==> config.mk <==
export PLATFORM = sky130hd
export DESIGN_NAME = machine_ctl_ws
export DESIGN_NICKNAME = d
export VERILOG_FILES = /design/src/rtl/machine_ctl_ws.sv
export SDC_FILE = /design/constraint.sdc
export NUM_CORES = 1
export LEC_CHECK = 0
export CORE_UTILIZATION = 54
export CTS_CLUSTER_DIAMETER = 100
export DETAILED_ROUTE_END_ITERATION = 8
export GPL_TIMING_DRIVEN = 1
export MAX_ROUTING_LAYER = met4
export PLACE_DENSITY = 0.92
export SLEW_MARGIN = 40
export SYNTH_ARGS = -nofsm -noshare
export SYNTH_HDL_FRONTEND = slang
export SYNTH_SLANG_ARGS = --single-unit
==> constraint.sdc <==
create_clock -name clk -period 2.9 [get_ports clk]
set_input_delay 0.725 -clock clk [delete_from_list [all_inputs] [get_ports clk]]
set_output_delay 0.725 -clock clk [all_outputs]
set_load 0.02 [all_outputs]
==> src/rtl/machine_ctl_ws.sv <==
`default_nettype none
// ============================================================================
//  Module      : machine_ctl_ws
//  Description : Instruction-cycle controller for the accumulator CPU.
//                Sequences FETCH, IDLE, DECODE, OPFETCH, EXEC and WB, with
//                memory wait states (mem_ready), a bus-timeout error and a
//                sticky HALTED state that is left through resume.
//                All state and outputs update on the falling edge of clk.
//  Ports       : clk          system clock (negedge active)
//                ena          synchronous active-low reset
//                opcode       current opcode from the IR (OPW bits)
//                zero         accumulator-is-zero flag
//                mem_ready    memory access complete (used while rd|wr)
//                resume       leave HALTED (level)
//                inc_pc, load_acc, load_pc, rd, wr, load_ir, datactl_ena,
//                halt         registered control outputs
//                bus_err      sticky wait-timeout flag
//                instr_cnt    retired-instruction count (MACHINE_CTL_PERF_EN)
//  Options     : define MACHINE_CTL_PERF_EN to add the instr_cnt counter.
//  Revision    : 1.0  initial release
// ============================================================================
module machine_ctl_ws #(
    parameter int unsigned OPW      = 4,
    parameter int unsigned OP_HLT   = 0,
    parameter int unsigned OP_SKZ   = 1,
    parameter int unsigned OP_STO   = 9,
    parameter int unsigned OP_JMP   = 13,
    parameter int unsigned WAIT_MAX = 8
) (
    input  logic           clk,
    input  logic           ena,
    input  logic [OPW-1:0] opcode,
    input  logic           zero,
    input  logic           mem_ready,
    input  logic           resume,
    output logic           inc_pc,
    output logic           load_acc,
    output logic           load_pc,
    output logic           rd,
    output logic           wr,
    output logic           load_ir,
    output logic           datactl_ena,
    output logic           halt,
    output logic           bus_err
`ifdef MACHINE_CTL_PERF_EN
    ,
    output logic [15:0]    instr_cnt
`endif
);

    typedef enum logic [2:0] {
        S_FETCH   = 3'd0,
        S_IDLE    = 3'd1,
        S_DECODE  = 3'd2,
        S_OPFETCH = 3'd3,
        S_EXEC    = 3'd4,
        S_WB      = 3'd5,
        S_HALTED  = 3'd6,
        S_UNUSED  = 3'd7
    } state_t;

    // Control vector bit order: {inc_pc,load_acc,load_pc,rd,wr,load_ir,datactl_ena,halt}
    localparam logic [7:0] C_NONE   = 8'b0000_0000;
    localparam logic [7:0] C_FETCH  = 8'b1001_0100;
    localparam logic [7:0] C_HALT   = 8'b0000_0001;
    localparam logic [7:0] C_RD     = 8'b0001_0000;
    localparam logic [7:0] C_DATA   = 8'b0000_0010;
    localparam logic [7:0] C_LDPC   = 8'b0010_0000;
    localparam logic [7:0] C_ALUEX  = 8'b0101_0000;
    localparam logic [7:0] C_INCPC  = 8'b1000_0000;
    localparam logic [7:0] C_JMPEX  = 8'b1010_0000;
    localparam logic [7:0] C_STOEX  = 8'b0000_1010;

    localparam logic [7:0] WAIT_LAST = 8'(WAIT_MAX - 1);

    state_t     state_q;
    logic [7:0] ctl_q;
    logic       bus_err_q;
    logic [7:0] wait_cnt_q;
`ifdef MACHINE_CTL_PERF_EN
    logic [15:0] instr_cnt_q;
`endif

    // Opcode classes; anything not explicitly decoded is an ALU operation.
    logic w_is_hlt, w_is_skz, w_is_sto, w_is_jmp, w_is_alu;
    assign w_is_hlt = (opcode == OPW'(OP_HLT));
    assign w_is_skz = (opcode == OPW'(OP_SKZ));
    assign w_is_sto = (opcode == OPW'(OP_STO));
    assign w_is_jmp = (opcode == OPW'(OP_JMP));
    assign w_is_alu = !(w_is_hlt || w_is_skz || w_is_sto || w_is_jmp);

    // Outputs issued on the edge taken in the given state.
    function automatic logic [7:0] ctl_vec(input state_t s);
        logic [7:0] v;
        v = C_NONE;
        case (s)
            S_FETCH:   v = C_FETCH;
            S_OPFETCH: begin
                if (w_is_jmp)      v = C_LDPC;
                else if (w_is_alu) v = C_RD;
                else if (w_is_sto) v = C_DATA;
            end
            S_EXEC: begin
                if (w_is_alu)              v = C_ALUEX;
                else if (w_is_skz && zero) v = C_INCPC;
                else if (w_is_jmp)         v = C_JMPEX;
                else if (w_is_sto)         v = C_STOEX;
            end
            S_WB: begin
                if (w_is_sto)      v = C_DATA;
                else if (w_is_alu) v = C_RD;
            end
            default:   v = C_NONE;
        endcase
        return v;
    endfunction

    // A pending access is one whose registered strobe is still asserted.
    logic w_waiting;
    assign w_waiting = (ctl_q[4] || ctl_q[3]) && !mem_ready;

    always_ff @(negedge clk) begin
        if (!ena) begin
            state_q    <= S_FETCH;
            ctl_q      <= C_NONE;
            bus_err_q  <= 1'b0;
            wait_cnt_q <= 8'd0;
`ifdef MACHINE_CTL_PERF_EN
            instr_cnt_q <= 16'd0;
`endif
        end else if (w_waiting) begin
            if (wait_cnt_q == WAIT_LAST) begin
                // Timeout: abandon the access and park in HALTED.
                state_q    <= S_HALTED;
                ctl_q      <= C_HALT;
                bus_err_q  <= 1'b1;
                wait_cnt_q <= 8'd0;
            end else begin
                wait_cnt_q <= wait_cnt_q + 8'd1;
            end
        end else begin
            wait_cnt_q <= 8'd0;
            case (state_q)
                S_FETCH: begin
                    ctl_q   <= ctl_vec(state_q);
                    state_q <= S_IDLE;
                end
                S_IDLE: begin
                    ctl_q   <= ctl_vec(state_q);
                    state_q <= S_DECODE;
                end
                S_DECODE: begin
                    ctl_q   <= ctl_vec(state_q);
                    state_q <= w_is_hlt ? S_HALTED : S_OPFETCH;
                end
                S_OPFETCH: begin
                    ctl_q   <= ctl_vec(state_q);
                    state_q <= S_EXEC;
                end
                S_EXEC: begin
                    ctl_q   <= ctl_vec(state_q);
                    state_q <= S_WB;
                end
                S_WB: begin
                    ctl_q   <= ctl_vec(state_q);
                    state_q <= S_FETCH;
`ifdef MACHINE_CTL_PERF_EN
                    instr_cnt_q <= instr_cnt_q + 16'd1;
`endif
                end
                S_HALTED: begin
                    if (resume) begin
                        state_q   <= S_FETCH;
                        ctl_q     <= C_NONE;
                        bus_err_q <= 1'b0;
                    end else begin
                        ctl_q <= C_HALT;
                    end
                end
                default: begin
                    state_q <= S_FETCH;
                    ctl_q   <= C_NONE;
                end
            endcase
        end
    end

    assign inc_pc      = ctl_q[7];
    assign load_acc    = ctl_q[6];
    assign load_pc     = ctl_q[5];
    assign rd          = ctl_q[4];
    assign wr          = ctl_q[3];
    assign load_ir     = ctl_q[2];
    assign datactl_ena = ctl_q[1];
    assign halt        = ctl_q[0];
    assign bus_err     = bus_err_q;
`ifdef MACHINE_CTL_PERF_EN
    assign instr_cnt   = instr_cnt_q;
`endif

endmodule
`default_nettype wire

[Yosys cells after proc, flatten, opt, wreduce, memory -nomap -nowiden]
Index checks and enable logic that the tools add are counted.
W data, S select, Z words.
Operators by class
  add/subtract/negate cells: 1
  equality and inequality tests: 12
  muxes and demuxes: 22
  bitwise gates (word level): 2
  reductions and logical operators: 14
Operator list (number)
  $mux W8: 5
  $pmux W8 S5: 1
  $pmux W3 S6: 1
  $mux W5: 3
  $mux W3: 4
  $eq A3 B3 Y1 const B: 3
  $add A8 B1 Y8 const B: 1
  $eq A4 B4 Y1 const B: 2
  $eq A8 B3 Y1 const B: 1
  $eq A3 B2 Y1 const B: 2
  $mux W6: 1
  $mux W1: 5
  $eq A4 B1 Y1 const B: 1
  $logic_not A4 Y1: 1
  $logic_or A1 B1 Y1: 4
  $mux W4: 1
  $reduce_bool A2 Y1: 2
  $eq A3 B1 Y1 const B: 1
  $logic_not A3 Y1: 1
  $ne A3 B3 Y1 const B: 1
  $reduce_and A3 Y1: 1
  $reduce_or A3 Y1: 1
  $logic_and A1 B1 Y1: 2
  $mux W2: 1
  4 further kinds: 5
Word-level totals
  register bits: 20

[Longest topological paths before layout]
  depth in word-level cells: 8
  depth in mapped cells: 4
  gate-level depth less buffers: 4

==> results.cfg <==
[place]
routabilityCongestion = 0.8673
numPortBuffers = 17
post-dp-hpwl_um = 1680
placed_cell_area_um2 = 1297

[clock_network]
cts_buffer_depth = 2
clock_sink_count = 20
root_buffer = clkbuf_4
cts_buffers = 3
worstSkewPairLatency_ns = 0.41
cts_max_level = 1
hold_buffers = 0
clkSlewWorstSetupHoldPaths_ns = 0.07
tritoncts = done

[drt]
initial_drt_markers = 65
iteration_count_of_the_initial_detailed_routing_pass = 4
antenna_violating_nets_post_route = 0
drt-wirelength-per-cell_um = 17.60
detail_route.drc_violations = 0
route.final.wire_length_um = 3239
vias_after_detailed_routing = 1117
drt-vias-per-instance = 6.071

[grt]
number_of_antenna_violations_at_the_first_check_in_global_routing = 0
via_count_of_the_first_global_routing_pass = 1042
globalRoute.totalOverflow = 0
largest_net_degree_at_the_start_of_global_routing = 13
grt_first_pass_wirelength_um = 4892
overall_fraction_of_global_route_tracks_in_use = 0.3597

[floorplan]
floorplan.initialDensity = 0.5703
row_count = 15
top_level_ports = 18
dieArea_um2 = 1998
die_h_um = 44.70
die-width_um = 44.70
core_area_um2 = 1727

[worst_hold_path]
hold_path_depth = 1
worstHoldStart = ctl_q[5]
type_of_the_most_critical_hold_path = flip-flop to flip-flop

[layout]
final_area_um2 = 1465
nFillCells = 98
finalCoreUtilization = 0.8486
finish.net_count = 170
antennaDiodeCount = 0
area_delta_synth_final_pct = 48.79
regArea_um2 = 411.6
layout.cells.most_common = inv_1
most-common-layout-cells = inv_1, buf_4, dfxtp_1
drive_gt1_frac = 0.3585
area_of_combinational_cells_with_multiple_inputs_um2 = 625.6

[synth]
syn-mean-instance-area_um2 = 9.034
synth_area_um2 = 984.7
ys.flop_type = dfxtp_1
async_flop_share = 0
synth.ff_latch_count = 20
post_synth_mux_area_share = 0
xor_and_xnor_area_share_after_synthesis = 0.02668
post_synth_inst_count = 109
synth_nets = 119
synth_enable_flop_cells = 0
synth-adder-area-share = 0.01271
yosys_warnings = 0
simple_gate_share_of_the_synthesized_area = 0.2300
yosysSeqAreaShare = 0.4066
synth.distinct_cells = 40
synth_top_family_by_area = compound AO/OA/AOI/OAI gates
synth-compound-area-share = 0.2808

[timing]
slew_viol_final = 0
finalSetupViolations = 9
timing.slew.headroom = 0.4356
final-hold-violation-count = 0
finClkSkew_ns = 0.03524
worst-slew-pin-transition_ns = 0.8348
worst_hold_slack_ns = 0.4776
rsz_0062_raised_after_global_routing = yes
worst_slack_ns = -0.1435

[critical_path]
critical_path.max_stage_delay_ns = 0.34
critPathRequiredTime_ns = 2.17
critPathLaunch = ctl_q[6]
crit_buf_inv = 1
critical_path.slowest_cell = dfxtp_2
path_depth = 1
start_kind = flip-flop
critical_path_data_arrival_time_ns = 2.32
timing.critical_path.cells = buf_6
largest_fanout_of_any_net_on_the_critical_path = 2
critPathKind = flip-flop to output port
reg2regPathDepth = 4
cpLargestDelayFamily = flip-flops
cp-end-kind = output port
crit-reg2reg-launch = wait_cnt_q[0]

[outcome]
run_status = complete, but fails checks
failed_checks = setup timing

[power_and_ir_drop]
ir_worst_vdd_uv = 491.6
power.density_cell_area_nw_per_um2 = 672.2
finalPower_mw = 0.9848
power.leakage_nw = 0.6388

[flow_run]
cap_viol_max_count = 0
==> registers in the layout, summed over array words and instances, names as in the netlist <==
signal / count
ctl_q: 8
wait_cnt_q: 8
state_q: 3
bus_err: 1
==> report_power, final <==
| part | internal (mW) | switching (mW) |
|---|---|---|
| Combinational | 0.152 | 0.170 |
| Clock | 0.0895 | 0.194 |
| Sequential | 0.320 | 0.0595 |
| Total | 0.562 | 0.423 |
==> metrics by stage <==
stage	std cells	worst slack (ns)	TNS [ns]
floorplan	109	-0.01354	-0.01550
global placement	158	-0.5259	-10.22
detailed placement	158	-0.6313	-11.00
CTS	183	-0.1421	-1.086
global route	184	-0.1662	-1.311
finish	184	-0.1435	-1.077
==> layout make-up <==
type	instances	area share
clock inverter	21	0.05551
sequential	20	0.2810
inverter	5	0.01281
multi-input combinational	78	0.4270
clock buffer	3	0.01537
tap	25	0.02135
timing repair buffer	32	0.1870
==> cells in the mapped netlist, types with 3 or more instances <==
master    count  share of area
a211oi_1      5          0.038
a21oi_1       8          0.041
clkbuf_1      4          0.015
dfxtp_1      20           0.41
inv_1         6          0.023
nand3_1       5          0.025
nor2_1        8          0.030
o211ai_1      3          0.023
o21ai_0       7          0.036
or3_1         3          0.019
==> layer usage <==
layer	share of wire	routed length, um	track usage	up-vias
met5	0	0	-	-
met4	0.017	54	0.1333	0
met3	0.085	275	0.1440	8
met2	0.48	1563	0.5471	65
met1	0.42	1346	0.4293	527
li1	-	-	-	517
==> logic make-up after synthesis <==
logic type / after synthesis
buffers and inverters: 11
adders and majority gates: 1
xor gates and xnor gates: 3
AOI/OAI and AO/OA: 37
and+or+nand+nor: 37
DFF: 20
==> timing repair <==
action                     4_1_cts  5_1_grt
buffers inserted                 2        1
gates resized for setup         73       10
setup endpoints to repair       22       12
pin swaps                        3        3
==> path summary, 6_finish.rpt <==
| check | slack (ns) | to |
|---|---|---|
| max | -0.14 | load_acc |
| min | 0.48 | ctl_q[5] |
| max reg2reg | 1.03 | ctl_q[4] |
| min reg2reg | 0.48 | ctl_q[5] |
No activity file was read; power rests on OpenSTA's default activity.
